`config.mk`:
```
export PLATFORM = sky130hd
export DESIGN_NAME = vblank_update_arbiter_flat
export DESIGN_NICKNAME = d
export VERILOG_FILES = /design/src/rtl/vga_pkg.sv /design/src/rtl/vblank_update_arbiter_if.sv /design/src/rtl/vblank_update_arbiter_rr_picker.sv /design/src/rtl/vblank_update_arbiter.sv /design/src/flat_wrapper.sv
export SDC_FILE = /design/constraint.sdc
export NUM_CORES = 1
export LEC_CHECK = 0
export CORE_AREA = 10 10 76 78
export CTS_CLUSTER_DIAMETER = 30
export CTS_CLUSTER_SIZE = 40
export DETAILED_ROUTE_END_ITERATION = 10
export DIE_AREA = 0 0 86 88
export PLACE_DENSITY_LB_ADDON = 0.08
export SYNTH_ARGS = -nofsm -noshare
export SYNTH_HDL_FRONTEND = slang
export SYNTH_SLANG_ARGS = --single-unit
```
`constraint.sdc`:
```
create_clock -name clk -period 1.95 [get_ports clk]
set_input_delay 0.39 -clock clk [delete_from_list [all_inputs] [get_ports clk]]
set_output_delay 0.39 -clock clk [all_outputs]
set_load 0.01 [all_outputs]
```
`src/rtl/vga_pkg.sv`:
```
// vga_pkg: shared VGA timing constants and vblank arbiter state encoding.
package vga_pkg;
    localparam int H_TOTAL  = 800;
    localparam int V_TOTAL  = 525;
    localparam int H_ACTIVE = 640;
    localparam int V_ACTIVE = 480;
    localparam logic [1:0] IDLE    = 2'd0;
    localparam logic [1:0] GRANT   = 2'd1;
    localparam logic [1:0] HOLDOFF = 2'd2;
endpackage

```
`src/rtl/vblank_update_arbiter_if.sv`:
```
// vblank_update_arbiter_if: request/grant bundle between display-state writers and the arbiter.
interface vblank_update_arbiter_if #(parameter int N_REQ = 4);
    logic [N_REQ-1:0] req;
    logic [N_REQ-1:0] done;
    logic [N_REQ-1:0] gnt;
    logic [2:0]       gnt_id;
    logic             busy;
    logic             win_open;
    logic             timeout_err;
    modport master (output req, done, input gnt, gnt_id, busy, win_open, timeout_err);
    modport slave  (input req, done, output gnt, gnt_id, busy, win_open, timeout_err);
endinterface

```
`src/rtl/vblank_update_arbiter_rr_picker.sv`:
```
// rr_picker: combinational pick of the first request at or above ptr, wrapping.
// With VBLANK_ARB_PRIORITY_EN, req[0] always wins and is excluded from the rotation.
module rr_picker #(
    parameter int N_REQ = 4
) (
    input  logic [N_REQ-1:0] req,
    input  logic [2:0]       ptr,
    output logic [N_REQ-1:0] pick,
    output logic [2:0]       idx
);
    logic [N_REQ-1:0] cand;
`ifdef VBLANK_ARB_PRIORITY_EN
    assign cand = req & ~N_REQ'(1);
`else
    assign cand = req;
`endif
    // Walk offsets from far to near so the closest requester to ptr is written last.
    always_comb begin
        pick = '0;
        idx = '0;
        for (int i = N_REQ - 1; i >= 0; i--) begin
            for (int j = 0; j < N_REQ; j++) begin
                if (cand[j] && j == (int'(ptr) + i) % N_REQ) begin
                    pick = '0;
                    pick[j] = 1'b1;
                    idx = 3'(j);
                end
            end
        end
`ifdef VBLANK_ARB_PRIORITY_EN
        if (req[0]) begin
            pick = N_REQ'(1);
            idx = '0;
        end
`endif
    end
endmodule

```
`src/rtl/vblank_update_arbiter.sv`:
```
// vblank_update_arbiter: round-robin display-state write arbiter; grants start only in vblank.
// VBLANK_ARB_PRIORITY_EN makes requester 0 fixed-priority while the rest rotate.
module vblank_update_arbiter
    import vga_pkg::*;
#(
    parameter int N_REQ       = 4,
    parameter int V_WIN_FIRST = V_ACTIVE,
    parameter int V_WIN_LAST  = V_TOTAL - 5,
    parameter int MAX_GRANT   = 4096
) (
    input  logic       clk,
    input  logic       rst_n,
    input  logic [9:0] hcount,
    input  logic [9:0] vcount,
    vblank_update_arbiter_if.slave bus
);
    localparam int CW = $clog2(MAX_GRANT);
    logic [1:0]       state;
    logic [2:0]       ptr, next_ptr, pick_id;
    logic [CW-1:0]    cnt;
    logic [N_REQ-1:0] pick;
    logic             release_g, timeout, unused_hcount;
    assign unused_hcount = ^hcount;
    rr_picker #(.N_REQ(N_REQ)) u_pick (.req(bus.req), .ptr(ptr), .pick(pick), .idx(pick_id));
    assign release_g = |(bus.done & bus.gnt) || ~|(bus.req & bus.gnt);
    assign timeout = cnt == CW'(MAX_GRANT - 1);
    assign bus.busy = state == GRANT;
`ifdef VBLANK_ARB_PRIORITY_EN
    assign next_ptr = bus.gnt_id == 3'd0 ? ptr : bus.gnt_id == 3'(N_REQ - 1) ? 3'd1 : bus.gnt_id + 3'd1;
`else
    assign next_ptr = bus.gnt_id == 3'(N_REQ - 1) ? 3'd0 : bus.gnt_id + 3'd1;
`endif
    always_ff @(posedge clk or negedge rst_n) begin
        if (!rst_n) begin
            state <= IDLE;
            ptr <= '0;
            cnt <= '0;
            bus.gnt <= '0;
            bus.gnt_id <= '0;
            bus.win_open <= 1'b0;
            bus.timeout_err <= 1'b0;
        end else begin
            bus.win_open <= vcount >= 10'(V_WIN_FIRST) && vcount <= 10'(V_WIN_LAST);
            bus.timeout_err <= 1'b0;
            if (state == IDLE && bus.win_open && |bus.req) begin
                state <= GRANT;
                bus.gnt <= pick;
                bus.gnt_id <= pick_id;
                cnt <= '0;
            end else if (state == GRANT) begin
                cnt <= &cnt ? cnt : cnt + 1'b1;
                if (release_g || timeout) begin
                    state <= HOLDOFF;
                    bus.gnt <= '0;
                    bus.timeout_err <= timeout && !release_g;
                end
            end else if (state == HOLDOFF) begin
                state <= IDLE;
                ptr <= next_ptr;
            end
        end
    end
endmodule

```
`src/flat_wrapper.sv`:
```
// flat-port wrapper written by rule: the top's interface ports become plain ports
module vblank_update_arbiter_flat import vga_pkg::*;
#(
    parameter int N_REQ       = 4,
    parameter int V_WIN_FIRST = V_ACTIVE,
    parameter int V_WIN_LAST  = V_TOTAL - 5,
    parameter int MAX_GRANT   = 4096
)
  (clk, rst_n, hcount, vcount, bus_req, bus_done, bus_gnt, bus_gnt_id, bus_busy, bus_win_open, bus_timeout_err);
  vblank_update_arbiter_if #(.N_REQ(N_REQ)) bus_i ();
  input  logic clk;
  input  logic rst_n;
  input  logic [9:0] hcount;
  input  logic [9:0] vcount;
  input wire logic [$bits(bus_i.req)-1:0] bus_req;
  input wire logic [$bits(bus_i.done)-1:0] bus_done;
  output wire logic [$bits(bus_i.gnt)-1:0] bus_gnt;
  output wire logic [$bits(bus_i.gnt_id)-1:0] bus_gnt_id;
  output wire logic [$bits(bus_i.busy)-1:0] bus_busy;
  output wire logic [$bits(bus_i.win_open)-1:0] bus_win_open;
  output wire logic [$bits(bus_i.timeout_err)-1:0] bus_timeout_err;
  assign bus_i.req = bus_req;
  assign bus_i.done = bus_done;
  assign bus_gnt = bus_i.gnt;
  assign bus_gnt_id = bus_i.gnt_id;
  assign bus_busy = bus_i.busy;
  assign bus_win_open = bus_i.win_open;
  assign bus_timeout_err = bus_i.timeout_err;
  vblank_update_arbiter #(.N_REQ(N_REQ), .V_WIN_FIRST(V_WIN_FIRST), .V_WIN_LAST(V_WIN_LAST), .MAX_GRANT(MAX_GRANT)) u_core (.clk(clk), .rst_n(rst_n), .hcount(hcount), .vcount(vcount), .bus(bus_i));
endmodule
```
==> impl_results.md, run 1 <==
- Status: finished, final reports clean
- Critical path peak fanout: 7
- Setup TNS: 0 ns
- Row cnt: 24
- Filler Cell Count: 416
- Hold Slack: 0.4765 ns
- Yosys top cell area share: 0.4149
- Final nets: 223
- Die H: 88 µm
- CTS sink count: 24
- Core area: 4294 µm²
- Area contributors post-synth: dfrtp_1, nand2_1, a21oi_1
- Post-synthesis adder-cell area fraction: 0.01729
- CTS tree: done
- Initial Util: 0.3371
- Compound-Gate Fraction of Synth Area: 0.2360
- Most common cell after layout, fill and taps aside: clkdlybuf4s50_1
- Clock-pin transition on the worst setup and hold timing paths: 0.09 ns
- Global Route Usage Sum: 0.1052
- Number of synthesized flops with an enable pin: 0
- Ports: 40
- Largest area contributor in the netlist: dfrtp_1
- H-tree levels: 1
- RSZ-0062 raised after global routing: no
- CTS Buffer Depth: 2
- TritonCTS buffer count: 3
- Placement Cell Area: 1810 µm²
- Crit path kind: reg2out
- P per Cell Area: 929.9 nW/µm²
- Total gr overflow: 0
- F_max: 568.9 MHz
- Synth Register Bits: 24
- Vias in the first global route: 1346
- Largest family of logic cells by synthesized area: simple AND/OR/NAND/NOR gates
- Post-DR wirelength/cell: 15.63 µm
- Initial DRC Count: 85
- CTS Root Cell: clkbuf_8
- Tcrit/Tclk final: 0.9015
- Die area: 7568 µm²
- Max Cap Violations: 0
- Post-synthesis async set-or-reset flop share: 1.000
- Post-synthesis sequential area ratio: 0.4149
- Slew Limit Fails: 0
- Worst Skew: 0.004123 ns
- Share of layout cells above drive strength 1: 0.1158
- Mux contribution to synthesized area: 0.01469
- Post-detail-place hpwl: 2920 µm
- Die width: 86 µm
- Critical path capture point type: primary output
- RD Place Congestion: 0.7970
- DRC Markers: 0
- Min-Delay Path Class: in2async
- Port Buffers: 28
- Syn_nets: 189
- Final setup fails: 0
- Via-to-Cell Ratio: 5.483
- Global-route wire length before repair: 6575 µm
- Worst skew pair latency: 0.27 ns
- Total Power: 1.749 mW
- Ant. Diodes: 0
- Initial antenna violation count: 0
- Mapped Cells: 157
- Peak VDD IR: 0.0004854 V
- Commonest non-fill, non-tap cells in the layout: clkdlybuf4s50_1, dfrtp_1, nand2_1
- Post-CTS setup buffer count: 0
- Post-CTS Resized: 1
- Cell variety after synth: 45
- Startpoint Class: register
- Cell leakage power: 0.7836 nW
- Most common flop cell mapped by yosys: dfrtp_1
- Average size of a mapped cell: 9.221 µm²
- Ys Warns: 0
- Xor and xnor fraction of the mapped netlist area: 0.02420
- Simple-gate portion of the synthesized area: 0.2429
- Antenna Nets Post-Route: 0
- Endpoints failing hold: 0
- Largest net degree at the start of global routing: 25
- Layout Area Growth over Synthesis: 29.90%
- Final min period: 1.758 ns
- Critical path arrival: 1.37 ns
- DRT Wirelength: 3783 µm
- DRT Pass-1 Iters: 4
- Total number of vias: 1327
- Worst endpoint required time: 1.56 ns
- Mapped Area: 1448 µm²
- Post-layout instance area: 1881 µm²
- Hold buffer count at cts: 0
## worst max-delay path, stage by stage, from the launching register on
cell and delay, ns:
dfrtp_1 0.44, nand2b_1 0.23, inv_1 0.14, dlygate4sd2_1 0.28
## kinds of logic after synthesis
| family | Yosys count |
|---|---|
| adders and majority gates | 2 |
| other | 1 |
| DFF | 24 |
| muxes | 2 |
| and+or+nand+nor | 64 |
| xor gates and xnor gates | 4 |
| AOI/OAI and AO/OA | 48 |
| buffers and inverters | 12 |
## synth_stat cells (4+ instances only)
master     instances
nand4_1            4
clkbuf_1           4
dfrtp_1           24
nand2b_1           4
nand3_1           11
o21ai_0            8
and4_1             4
o31ai_1            4
xor2_1             4
nand2_1           16
o2111ai_1          4
nor2_1            10
a21oi_1           11
## per-stage QoR
stage	utilization	setup WS [ns]	instances
after floorplan	-	0.2912	157
after global placement	0.4216	0.006524	238
after global routing	0.4379	0.09906	242
final	0.4379	0.1922	242
after detailed placement	0.4216	-0.02674	238
after CTS	0.4379	0.1608	242
## power by group
group | leakage [nW] | internal [mW] | switching (mW) | total [mW]
Clock | 0.0357 | 0.275 | 0.171 | 0.446
Sequential | 0.319 | 0.621 | 0.181 | 0.802
Combinational | 0.429 | 0.273 | 0.228 | 0.502
## final timing paths
| path | start | end | slack [ns] | cells after the start |
|---|---|---|---|---|
| setup reg to reg | u_core.cnt[0] | u_core.cnt[8] | 0.27 | 5 |
| hold / removal | rst_n | u_core.cnt[8] | 0.48 | 2 |
| max in group asynchronous | rst_n | u_core.bus.gnt[3] | 1.22 | 2 |
| hold reg to reg | u_core.cnt[5] | u_core.cnt[5] | 0.51 | 1 |
| setup / recovery | u_core.state[1] | bus_busy | 0.19 | 3 |
| min in group clk | u_core.cnt[5] | u_core.cnt[5] | 0.51 | 1 |
## flip-flops by register name, summed over array words and instances, names as in the netlist
name                    cells
u_core.state                2
u_core.cnt                 12
u_core.bus.gnt_id           2
u_core.ptr                  2
u_core.bus.gnt              4
u_core.bus.timeout_err      1
u_core.bus.win_open         1
## layer usage
metal | share of wire | up-vias | track usage
li1 | - | 658 | -
met1 | 0.47 | 638 | 0.1296
met2 | 0.47 | 29 | 0.1717
met3 | 0.059 | 2 | 0.03714
met4 | 0.0024 | 0 | 0.02395
met5 | 0 | - | 0
## final cells by class
class | count | area (µm²) | share of cell area
well taps | 52 | 65.06 | 0.03460
clock inverters | 1 | 30.03 | 0.01597
inverters | 3 | 11.26 | 0.005988
clock buffers | 3 | 41.29 | 0.02196
flip-flops and latches | 24 | 600.6 | 0.3194
multi-input cells | 121 | 778.2 | 0.4138
repair buffers | 38 | 354.1 | 0.1883
No activity file was read; power rests on OpenSTA's default activity.
==> inputs of run 2 (changes only) <==
Settings changed: PLACE_DENSITY_LB_ADDON 0.08 to 0.3.
==> impl_results.md, run 2 (synthesis results as in run 1) <==
- Startpoint Class: register (unchanged)
- Peak VDD IR: 0.0003821 V (was 0.0004854 V)
- Crit path max-delay family: simple AND/OR/NAND/NOR gates (was flip-flops)
- Critical-path cell list: ha_1 > and3b_1 > o211ai_1 > or3_1 > a21oi_1 (was nand2b_1 > inv_1 > dlygate4sd2_1)
- Non-Filler Instances: 241 (was 242)
- Filler Cell Count: 415 (was 416)
- Ports: 40 (unchanged)
- Largest net degree at the start of global routing: 25 (unchanged)
- Share of layout cells above drive strength 1: 0.1111 (was 0.1158)
- Crit-path max cell delay: 0.42 ns (was 0.44 ns)
- Post-layout instance area: 1851 µm² (was 1881 µm²)
- Row cnt: 24 (unchanged)
- Commonest non-fill, non-tap cells in the layout: clkdlybuf4s50_1, dfrtp_1, nand2_1 (unchanged)
- Initial antenna violation count: 0 (unchanged)
- RSZ-0062 raised after global routing: no (unchanged)
- Reg-to-Reg Start: u_core.cnt[0] (unchanged)
- F_max: 566.7 MHz (was 568.9 MHz)
- Post-detail-place hpwl: 2966 µm (was 2920 µm)
- Port Buffers: 28 (unchanged)
- Most common cell after layout, fill and taps aside: clkdlybuf4s50_1 (unchanged)
- Die area: 7568 µm² (unchanged)
- Tcrit/Tclk final: 0.9050 (was 0.9015)
- Crit path kind: reg2reg (was reg2out)
- Min-Delay Path Class: in2async (unchanged)
- Post-DR wirelength/cell: 15.76 µm (was 15.63 µm)
- Worst Setup SP: u_core.cnt[0] (was u_core.state[1])
- Placement Cell Area: 1810 µm² (unchanged)
- Max FFs per register: 12 (unchanged)
- Global-route wire length before repair: 6568 µm (was 6575 µm)
- Initial Util: 0.3371 (unchanged)
- TritonCTS buffer count: 3 (unchanged)
- Routed length on met1: 1619 µm (was 1777 µm)
- Worst endpoint required time: 2.15 ns (was 1.56 ns)
- Final setup fails: 0 (unchanged)
- Final min period: 1.765 ns (was 1.758 ns)
- H-tree levels: 1 (unchanged)
- Status: finished, final reports clean (unchanged)
- Critical path arrival: 1.96 ns (was 1.37 ns)
- Ant. Diodes: 0 (unchanged)
- Top sig layer: met4 (unchanged)
- Initial DRC Count: 147 (was 85)
- Via-to-Cell Ratio: 5.689 (was 5.483)
- Total number of vias: 1371 (was 1327)
- Total gr overflow: 0 (unchanged)
- Layout Area Growth over Synthesis: 27.83% (was 29.90%)
- CTS Buffer Depth: 2 (unchanged)
- DRT Wirelength: 3797 µm (was 3783 µm)
- Met2 wire length: 1911 µm (was 1771 µm)
- DRT Pass-1 Iters: 4 (unchanged)
- Cell leakage power: 0.7685 nW (was 0.7836 nW)
- Largest Register: u_core.cnt (unchanged)
- RD Place Congestion: 0.8218 (was 0.7970)
- Final nets: 223 (unchanged)
- Antenna Nets Post-Route: 0 (unchanged)
- Final Util: 0.4309 (was 0.4379)
- DRC Markers: 0 (unchanged)
- P per Cell Area: 861.5 nW/µm² (was 929.9 nW/µm²)
- Die width: 86 µm (unchanged)
- CTS sink count: 24 (unchanged)
- CTS Root Cell: clkbuf_8 (unchanged)
- Worst skew pair latency: 0.27 ns (about the same)
- Max Cap Violations: 0 (unchanged)
- Slew Limit Fails: 0 (unchanged)
- WL met3: 205 µm (was 224 µm)
- CTS tree: done (unchanged)
- Critical path peak fanout: 6 (was 7)
- Worst Skew: 0.0009727 ns (was 0.004123 ns)
- Buf/Inv on CP: 0 (was 2)
- Global Route Usage Sum: 0.1044 (was 0.1052)
- Biggest regs: u_core.cnt (12), u_core.bus.gnt (4) (unchanged)
- Core area: 4294 µm² (unchanged)
- Slowest cell on crit path: dfrtp_1 (unchanged)
- Placed cell count: 238 (unchanged)
- Endpoints failing hold: 0 (unchanged)
- Clock-pin transition on the worst setup and hold timing paths: 0.08 ns (was 0.09 ns)
- Critical path capture point type: register (was primary output)
- Vias in the first global route: 1435 (was 1346)
- Die H: 88 µm (unchanged)
run 2: cell types whose count changed in the layout (fill, tap and decap cells not counted), sizes merged:
cell and delta:
bufinv -1
run 2: repair_timing:
| action | in CTS | in global routing |
|---|---|---|
| buffers inserted | 0 | 0 |
| resized for setup | 1 | 0 |
| endpoints found under the setup margin | 1 | 0 |
| hold buffers | 0 | 0 |
run 2: worst paths after layout:
check,depth (start not counted),slack [ns],to
setup / recovery,5,0.19,u_core.cnt[8]
hold / removal,2,0.47,u_core.cnt[3]
setup reg to reg,5,0.19,u_core.cnt[8]
hold reg to reg,1,0.52,u_core.cnt[4]
max in group asynchronous,2,1.24,u_core.bus.gnt[2]
min in group clk,1,0.52,u_core.cnt[4]
run 2: report_power, final:
group	leakage (nW)	internal (mW)	switching, mW	total, mW
Sequential	0.319	0.621	0.181	0.802
Combinational	0.428	0.265	0.231	0.496
Clock	0.0216	0.138	0.158	0.297
Total	0.768	1.02	0.570	1.59
run 2: final cells by class:
cell class / count / area, µm² / area share
clock buffer: 3 / 41.29 / 0.02231
inverter: 3 / 11.26 / 0.006085
multi-input combinational: 121 / 778.2 / 0.4206
sequential: 24 / 600.6 / 0.3245
tap: 52 / 65.06 / 0.03516
timing repair buffer: 38 / 354.1 / 0.1913
run 2: metal layers:
layer  global-route usage  vias up
met5                    0        -
met4              0.03593        0
met3              0.03528        9
met2               0.1805       30
met1               0.1171      674
li1                     -      658
run 2: metrics by stage:
stage | power, mW | setup TNS [ns] | hold WS [ns] | worst slack [ns]
after floorplan | 1.077 | 0 | 0.09441 | 0.2912
after global placement | 1.275 | -0.02679 | 0.4854 | -0.01789
after detailed placement | 1.308 | -0.06355 | 0.5003 | -0.02778
after CTS | 1.608 | 0 | 0.4857 | 0.2263
after global routing | 1.720 | 0 | 0.5034 | 0.08527
final | 1.594 | 0 | 0.4749 | 0.1853
==> inputs of run 3 (changes only) <==
==> constraint.sdc (replaced) <==
create_clock -name clk -period 1.95 [get_ports clk]
set_input_delay 0.2925 -clock clk [delete_from_list [all_inputs] [get_ports clk]]
set_output_delay 0.2925 -clock clk [all_outputs]
set_load 0.01 [all_outputs]
==> impl_results.md, run 3 (synthesis results as in run 1) <==
- Die width: 86 µm (unchanged)
- Die H: 88 µm (unchanged)
- Largest net degree at the start of global routing: 25 (unchanged)
- Total number of vias: 1336 (was 1371)
- Core area: 4294 µm² (unchanged)
- Max FFs per register: 12 (unchanged)
- Commonest non-fill, non-tap cells in the layout: clkdlybuf4s50_1, dfrtp_1, nand2_1 (unchanged)
- Ports: 40 (unchanged)
- Total gr overflow: 0 (unchanged)
- Vias in the first global route: 1360 (was 1435)
- Critical path capture point type: register (unchanged)
- Port Buffers: 28 (unchanged)
- Most common cell after layout, fill and taps aside: clkdlybuf4s50_1 (unchanged)
- RSZ-0062 raised after global routing: no (unchanged)
- Post-CTS Resized: 1 (unchanged)
- CTS Root Cell: clkbuf_8 (unchanged)
- Placement Cell Area: 1795 µm² (was 1810 µm²)
- Global-route wire length before repair: 6499 µm (was 6568 µm)
- DRT Pass-1 Iters: 4 (unchanged)
- Worst Skew: 0.003111 ns (was 0.0009727 ns)
- DRC Markers: 0 (unchanged)
- Share of layout cells above drive strength 1: 0.1170 (was 0.1111)
- Initial DRC Count: 158 (was 147)
- Worst skew pair latency: 0.26 ns (was 0.27 ns)
- Max Cap Violations: 0 (unchanged)
- Global Route Usage Sum: 0.1032 (was 0.1044)
- TritonCTS buffer count: 3 (unchanged)
- Slew Limit Fails: 0 (unchanged)
- Critical path peak fanout: 6 (unchanged)
- Final nets: 221 (was 223)
- Initial Util: 0.3371 (unchanged)
- Startpoint Class: register (unchanged)
- Die area: 7568 µm² (unchanged)
- Tcrit/Tclk final: 0.8609 (was 0.9050)
- Cell leakage power: 0.7780 nW (was 0.7685 nW)
- Hold buffer count at cts: 0 (unchanged)
- Layout Area Growth over Synthesis: 28.26% (was 27.83%)
- CTS tree: done (unchanged)
- Initial antenna violation count: 0 (unchanged)
- Setup TNS: 0 ns (unchanged)
- Post-layout instance area: 1857 µm² (was 1851 µm²)
- Critical path arrival: 1.88 ns (was 1.96 ns)
- Largest Register: u_core.cnt (unchanged)
- H-tree levels: 1 (unchanged)
- Min-Delay Path Class: in2async (unchanged)
- P per Cell Area: 873.7 nW/µm² (was 861.5 nW/µm²)
- Ant. Diodes: 0 (unchanged)
- Row cnt: 24 (unchanged)
- Via-to-Cell Ratio: 5.567 (was 5.689)
- Endpoints failing hold: 0 (unchanged)
- Final Util: 0.4324 (was 0.4309)
- Clock-pin transition on the worst setup and hold timing paths: 0.08 ns (about the same)
- Hold Slack: 0.3865 ns (was 0.4749 ns)
- F_max: 595.6 MHz (was 566.7 MHz)
- Final min period: 1.679 ns (was 1.765 ns)
- Peak VDD IR: 0.0003518 V (was 0.0003821 V)
- Status: finished, final reports clean (unchanged)
- Antenna Nets Post-Route: 0 (unchanged)
- Crit path kind: reg2reg (unchanged)
- CTS Buffer Depth: 2 (unchanged)
- Post-detail-place hpwl: 2889 µm (was 2966 µm)
- Post-CTS setup buffer count: 0 (unchanged)
- CTS sink count: 24 (unchanged)
- Filler Cell Count: 424 (was 415)
- Post-DR wirelength/cell: 15.46 µm (was 15.76 µm)
- Worst endpoint required time: 2.15 ns (about the same)
- RD Place Congestion: 0.8251 (was 0.8218)
- Final setup fails: 0 (unchanged)
- Biggest regs: u_core.cnt (12), u_core.bus.gnt (4) (unchanged)
- DRT Wirelength: 3711 µm (was 3797 µm)
-- run 3: changes by cell type in the layout (fill, tap and decap cells not counted) --
cell,previous run,this run
dfrtp_2,0,1
nand2b_1,4,3
nand2b_2,0,1
dlymetal6s2s_1,0,1
buf_4,10,8
dfrtp_1,24,23
dlygate4sd2_1,1,0
clkbuf_8,3,4
-- run 3: per-stage QoR --
step | power (mW) | cells | setup slack (ns)
after floorplan | 1.077 | 157 | 0.3887
after global placement | 1.273 | 236 | 0.07576
after detailed placement | 1.293 | 236 | 0.06061
after CTS | 1.642 | 240 | 0.0002068
after global routing | 1.763 | 240 | 0.1234
final | 1.622 | 240 | 0.2712
-- run 3: final cells by class --
type,instances,area [µm²],share of cell area
Sequential cell,24,601.8,0.3241
Tap cell,52,65.06,0.03504
Timing Repair Buffer,36,342.8,0.1846
Multi-Input combinational cell,121,780.7,0.4205
Clock buffer,4,55.05,0.02965
Inverter,3,11.26,0.006065
-- run 3: critical path, cell delays in order (launching register included) --
cell and delay [ns]:
dfrtp_1 0.42, ha_1 0.27, and3b_1 0.28, o211ai_1 0.17, or3_1 0.34, a21oi_1 0.14
-- run 3: routing by layer --
layer / GRT usage / wire length, µm / vias to the layer above
met5: 0 / 0 / -
met4: 0.02994 / 47 / 0
met3: 0.03900 / 302 / 4
met2: 0.1677 / 1850 / 42
li1: - / - / 659
met1: 0.1240 / 1511 / 631
-- run 3: where the power goes --
part           internal (mW)  switching (mW)  leakage [nW]  total, mW
logic                  0.263           0.223         0.432      0.486
registers              0.621           0.178         0.317      0.799
clock network          0.180           0.157        0.0288      0.337
-- run 3: path summary, 6_finish.rpt --
kind	from	to	slack [ns]	depth (start not counted)
max	u_core.cnt[0]	u_core.cnt[8]	0.27	5
min	rst_n	u_core.cnt[6]	0.39	2
max reg2reg	u_core.cnt[0]	u_core.cnt[8]	0.27	5
min reg2reg	u_core.cnt[5]	u_core.cnt[5]	0.51	1
max in group asynchronous	rst_n	u_core.state[1]	1.30	2
min in group clk	u_core.cnt[5]	u_core.cnt[5]	0.51	1
